### src/rtl/rpn_datapath.sv
// Operand/result datapath for the RPN calculator: strobe-loaded operand and opcode
// registers, a combinational ALU with NZCV flags, result register, valid flag and op counter.
module rpn_datapath #(
  parameter int N = 16
) (
  input  logic         clk,
  input  logic         Reset_n,
  input  logic [N-1:0] DataIn,
  input  logic [1:0]   OpCodeIn,
  input  logic         LoadOpA,
  input  logic         LoadOpB,
  input  logic         LoadOpCode,
  input  logic         updateRes,
  input  logic         ToDisplaySel,
  output logic [N-1:0] ToDisplay,
  output logic [3:0]   Flags,
  output logic         ResValid,
  output logic [7:0]   OpCount
);

  typedef enum logic [1:0] {
    OP_ADD = 2'b00,
    OP_SUB = 2'b01,
    OP_OR  = 2'b10,
    OP_AND = 2'b11
  } opcode_t;

  logic [N-1:0] op_a_reg, op_b_reg;
  opcode_t      opcode_reg;
  logic [N-1:0] result_reg, result_next;
  logic [3:0]   flags_reg, flags_next;
  logic         res_valid_reg, res_valid_next;
  logic [7:0]   op_count_reg, op_count_next;

  logic [N:0]   add_full, sub_full;
  logic         alu_c, alu_v;

  // Extra top bit holds carry-out for add and borrow for sub.
  assign add_full = {1'b0, op_a_reg} + {1'b0, op_b_reg};
  assign sub_full = {1'b0, op_a_reg} - {1'b0, op_b_reg};

  always_comb begin
    result_next = '0;
    alu_c       = 1'b0;
    alu_v       = 1'b0;
    unique case (opcode_reg)
      OP_ADD: begin
        result_next = add_full[N-1:0];
        alu_c       = add_full[N];
        alu_v       = (op_a_reg[N-1] == op_b_reg[N-1]) && (result_next[N-1] != op_a_reg[N-1]);
      end
      OP_SUB: begin
        result_next = sub_full[N-1:0];
        alu_c       = ~sub_full[N];
        alu_v       = (op_a_reg[N-1] != op_b_reg[N-1]) && (result_next[N-1] != op_a_reg[N-1]);
      end
      OP_OR:   result_next = op_a_reg | op_b_reg;
      OP_AND:  result_next = op_a_reg & op_b_reg;
      default: result_next = '0;
    endcase
    flags_next = {result_next[N-1], (result_next == '0), alu_c, alu_v};
  end

  always_comb begin
    res_valid_next = res_valid_reg;
    op_count_next  = op_count_reg;
    if (updateRes) begin
      res_valid_next = 1'b1;
      // Count only the 0->1 edge of ResValid, saturating at 255.
      if (!res_valid_reg && (op_count_reg != 8'hFF))
        op_count_next = op_count_reg + 8'd1;
    end else if (LoadOpA) begin
      res_valid_next = 1'b0;
    end
  end

  always_ff @(posedge clk or negedge Reset_n) begin
    if (!Reset_n) begin
      op_a_reg      <= '0;
      op_b_reg      <= '0;
      opcode_reg    <= OP_ADD;
      result_reg    <= '0;
      flags_reg     <= '0;
      res_valid_reg <= 1'b0;
      op_count_reg  <= '0;
    end else begin
      if (LoadOpA)    op_a_reg   <= DataIn;
      if (LoadOpB)    op_b_reg   <= DataIn;
      if (LoadOpCode) opcode_reg <= opcode_t'(OpCodeIn);
      if (updateRes) begin
        result_reg <= result_next;
        flags_reg  <= flags_next;
      end
      res_valid_reg <= res_valid_next;
      op_count_reg  <= op_count_next;
    end
  end

  assign ToDisplay = ToDisplaySel ? result_reg : DataIn;
  assign Flags     = flags_reg;
  assign ResValid  = res_valid_reg;
  assign OpCount   = op_count_reg;

endmodule

### config.mk
export PLATFORM = sky130hd
export DESIGN_NAME = rpn_datapath
export DESIGN_NICKNAME = d
export VERILOG_FILES = /design/src/rtl/rpn_datapath.sv
export SDC_FILE = /design/constraint.sdc
export NUM_CORES = 1
export LEC_CHECK = 0
export BUFFER_PORTS_ARGS = -buffer_cell sky130_fd_sc_hd__clkbuf_2
export CORE_ASPECT_RATIO = 1.5
export CORE_UTILIZATION = 30
export CTS_BUF_LIST = sky130_fd_sc_hd__clkbuf_16
export CTS_CLUSTER_SIZE = 8
export DETAILED_ROUTE_END_ITERATION = 12
export PLACE_DENSITY_LB_ADDON = 0.2
export SYNTH_ARGS = -nofsm -noshare
export SYNTH_HDL_FRONTEND = slang
export SYNTH_SLANG_ARGS = --single-unit
### constraint.sdc
create_clock -name clk -period 4 [get_ports clk]
set_clock_uncertainty 0.05 [all_clocks]
set_input_delay 1.2 -clock clk [delete_from_list [all_inputs] [get_ports clk]]
set_output_delay 1.2 -clock clk [all_outputs]
set_load 0.02 [all_outputs]
Yosys cells after proc, flatten, opt, wreduce, memory -nomap -nowiden. Index checks and enable logic that the tools add are counted.

Bits in registers: 63. Bits of input ports: 25. Output and inout bits: 29. Logic and storage cells: 35.

Add/subtract/negate cells: 3. Equal/unequal tests: 8. Mux-type cells: 6. Bitwise operators: 3. Reduce and logical (&&, ||, !) cells: 8.

Operators with widths (number): $pmux 16 s4 (1); $add 16x16->17 (1); $sub 16x16->17 (1); $and 16x16->16 (1); $logic_not 16->1 (1); $mux 16 (1); $or 16x16->16 (1); $add 8x1->8 const B (1); $ne 8x8->1 const B (1); $eq 2x2->1 const B (2); $pmux 1 s2 (2); $logic_and 1x1->1 (3); $ne 1x1->1 (3); $eq 2x1->1 const B (1); $logic_not 2->1 (1); $mux 1 (2); $reduce_and 2->1 (1); $reduce_bool 2->1 (1); $eq 1x1->1 (1); $logic_not 1->1 (1); $not 1->1 (1).

Depth between registers and ports, before layout.
Depth after elaboration: 4. Gate-level depth with buffers: 13.

Worst setup path before layout. Ideal clock, no wire load.

Path type: input to output. Start point: input ToDisplaySel. End point: output ToDisplay[10]. Data arrival time: 2229 ps. Data required time: 2750 ps. Slack: 521 ps. Stages: 3. Buffers on the path: 2. Cells stage by stage: clkbuf_1 clkbuf_1 mux2_2.

Cells in the longest elaborated chain, start to end: 1.

Ends and longest elaborated chain: from (decl) (line 14) `input logic ToDisplaySel,`; $mux 16 (line 99) `assign ToDisplay = ToDisplaySel ? result_reg : DataIn;`; to (decl) (line 15) `output logic [N-1:0] ToDisplay,`.

Every way passes these cells.

Worst setup path in the final report.
Start point: register op_b_reg[0]. End point: register flags_reg[2], in the netlist Flags[2].

Cells in the longest elaborated chain, start to end: 3. Elaborated cells between the ends (all ways): 6. Those cells by class: add/sub: 2; mux: 1; bitwise: 2; reduce/logical: 1.

Ends and longest elaborated chain: from (decl) (line 28) `logic [N-1:0] op_a_reg, op_b_reg;`; from (signal assigned) (line 88) `if (LoadOpB) op_b_reg <= DataIn;`; $sub 16x16->17 (tied with other cells) (line 40) `assign sub_full = {1'b0, op_a_reg} - {1'b0, op_b_reg};`; $pmux 16 s4 * (line 46) `unique case (opcode_reg)`; $logic_not 16->1 * (line 61) `flags_next = {result_next[N-1], (result_next == '0), alu_c, alu_v};`; to (signal assigned) (line 92) `flags_reg <= flags_next;`; to (decl) (line 31) `logic [3:0] flags_reg, flags_next;`.

Every way passes the cells marked *; elsewhere a longest branch is shown, timed or not. A chain may end at the register's enable or synchronous reset.

==> flow_metrics.env <==
export IMPL_outcome="complete, no violations"
export IMPL_holdBufCountCts=0
export IMPL_worstSetupPathType="reg -> reg"
export IMPL_endpoint="Flags[2]"
export IMPL_hold_viol_final=0
export IMPL_netlist_instances=578
export IMPL_cp_depth=12
export IMPL_portBuffers=53
export IMPL_ys_seq_area_share_pct=31.90
export IMPL_diodes=0
export IMPL_setup_viol=0
export IMPL_max_freq_mhz=283.6
export IMPL_drt_iter0_drc=216
export IMPL_drv_cap=0
export IMPL_fp_dieArea_sq_mm=0.01674
export IMPL_cts_buffers=9
export IMPL_max_slew_margin_pct=54.20
export IMPL_critPathLaunchType="flip-flop"
export IMPL_slew_violations=0
export IMPL_cts_buffer_depth=2
export IMPL_gp_congestion=0.8566
export IMPL_power_density_mw_per_mm2=456.8
export IMPL_netlist_area_sq_mm=0.004863
export IMPL_async_flop_share_pct=100.0
export IMPL_synth_simple_area_share_pct=15.90
export IMPL_layout_common_cells="71 x nand2_1, 64 x o21ai_0, 62 x dfrtp_1, 53 x clkbuf_2"
export IMPL_core_sq_mm=0.01577
export IMPL_dp_hpwl_um=10240
export IMPL_ioPinCount=54
export IMPL_grt_remaining_overflow=0
export IMPL_period_share_pct=88.16
export IMPL_nNetsFinal=692
export IMPL_total_power_mw=2.571
export IMPL_yosys_warnings=0
export IMPL_r2r_slack_ps=470
export IMPL_reg2reg_from="op_b_reg[0]"
export IMPL_grt_pass1_wl_um=22590
export IMPL_synth_edf_count=0
export IMPL_syn_area_per_cell_sq_um=8.414
export IMPL_syn_nets=654
export IMPL_r2r_cells=12
export IMPL_power_leakage_nw=2.570
export IMPL_firstDrtPassIters=4
export IMPL_grt_setup_unrepaired="no"
export IMPL_cp_max_fo=3
export IMPL_cts_resized=0
export IMPL_min_delay_start="result_reg[2]"
export IMPL_worst_pin_slew_ps=687.0
export IMPL_wl_um=14070
export IMPL_cp_arrival_ps=3710
export IMPL_critPathLaunch="op_b_reg[0]"
export IMPL_peakVddDrop_v=0.0001770
export IMPL_cts_root_buf="clkbuf_16"
export IMPL_drcViolationCount=0
export IMPL_synth_top_family_by_area="compound AO/OA/AOI/OAI gates"
export IMPL_synth_xor_area_share_pct=2.881
export IMPL_numClockSinks=62
export IMPL_worstPathRequired_ps=4190
export IMPL_grt_pass1_vias=4377
export IMPL_num_vias=4254
export IMPL_wl_per_cell_um=17.07
export IMPL_synth_distinct_cells=57
export IMPL_layout_drive_gt1_share_pct=17.39
export IMPL_detail_route_vias_per_cell=5.163
export IMPL_htree_levels=3
export IMPL_crit_chain="ha_1, inv_1, fa_1, nand2b_1, a21oi_1, o21ai_0, and3_1, a311oi_1, o311ai_0, nor4_1, nand4_1, o31ai_1"
export IMPL_area_growth_synth_to_final_pct=15.74
export IMPL_fin_crit_ps=3526
export IMPL_die_h_um=157.9
export IMPL_max_stage_delay_ps=450
export IMPL_initial_core_util_pct=30.85
export IMPL_synth_mux_area_share_pct=6.740
export IMPL_fin_tns_setup_ps=0
export IMPL_antenna_found_initial=0
export IMPL_path_buf_inv=1
export IMPL_die_x_um=106.0
export IMPL_clkSlewWorstSetupHoldPaths_ps=60
export IMPL_synth_compound_area_share_pct=22.46
export IMPL_hp_class="reg -> reg"
export IMPL_cts_tree="done"
export IMPL_synthAdderAreaFrac_pct=13.43
export IMPL_critical_path_slowest_cell="nor4_1"
export IMPL_crit_family="compound AO/OA/AOI/OAI gates"
export IMPL_ant_nets=0
export IMPL_rows=56
export IMPL_clk_latency_ps=340
export IMPL_grt_usage_pct=17.62
export IMPL_r2r_end="Flags[2]"
export IMPL_final_common_cell="nand2_1"
export IMPL_crit_path_end_kind="flip-flop"
export IMPL_cts_setup_buffers=0
export IMPL_synth_seq_cells=62
export IMPL_ys_flop_type="dfrtp_1"
export IMPL_grt_max_degree=63
-- layout make-up --
class                      instances  area, sq um
fill                            1650        10140
tap                              203        254.0
inverter                          49        183.9
sequential                        62         1551
clock inverter                     7        97.59
multi-input combinational        434         2987
timing repair buffer              60        330.3
clock buffer                       9        225.2
-- worst min path at each step --
stage                           endpoint  slack, ps  cells past startpoint
after floorplan           result_reg[11]        390                      2
after global placement     result_reg[2]        410                      2
after detailed placement  result_reg[11]        430                      2
after CTS                 result_reg[11]        440                      2
after global routing      result_reg[12]        470                      1
final                      result_reg[2]        430                      2
-- synthesized netlist by cell type (all sizes together), types with 7 or more instances --
master   n  area (sq um)
a211oi  10         75.07
a21oi   31         162.7
buf      8         47.54
clkbuf  25         93.84
dfrtp   62          1551
ha      49         613.1
inv     49         183.9
mux2    22         247.7
mux2i    8         80.08
nand2   71         266.5
nand3    9         45.04
nor2    36         135.1
nor2b    9         56.30
nor3    10         50.05
o21ai   64         320.3
o31ai    7         66.31
or3     11         68.82
xnor2   12         105.1
-- per-stage QoR --
| stage | instance area (sq um) | setup WS [ps] | utilization [%] | std cells | hold slack [ps] |
|---|---|---|---|---|---|
| final | 5629 | 473.5 | 35.71 | 824 | 433.8 |
| after global placement | 5306 | 512.8 | 33.66 | 808 | 411.8 |
| after floorplan | 4863 | 520.6 | - | 578 | 394.4 |
| after global routing | 5629 | 269.2 | 35.71 | 824 | 467.1 |
| after CTS | 5629 | 451.4 | 35.71 | 824 | 441.5 |
| after detailed placement | 5306 | 455.2 | 33.66 | 808 | 427.5 |
-- worst min-delay path, stage by stage (launching register included) --
cell and delay [ps]:
dfrtp_1 340, nand2_1 50, o21ai_0 60
-- layer usage --
metal	wire [um]	part of all wire [%]	global-route usage [%]	up-vias
li1	-	-	-	2105
met5	0	0	0	-
met3	349	2.5	2.264	23
met4	454	3.2	7.870	0
met1	5384	38	18.28	2055
met2	7877	56	34.77	71
-- power breakdown --
part | leakage (nW) | switching (mW) | internal (mW)
clock network | 0.154 | 0.312 | 0.547
logic | 1.66 | 0.551 | 0.352
registers | 0.753 | 0.0817 | 0.727
-- logic make-up (layout without fill, tap and decap cells) --
group / count (synthesis) / count (layout)
xor+xnor: 16 / 16
buf+inv: 82 / 125
simple gates: 169 / 169
compound gates: 168 / 168
flops: 62 / 62
fa+ha+maj: 51 / 51
mux: 30 / 30
No activity file was read; power rests on OpenSTA's default activity.
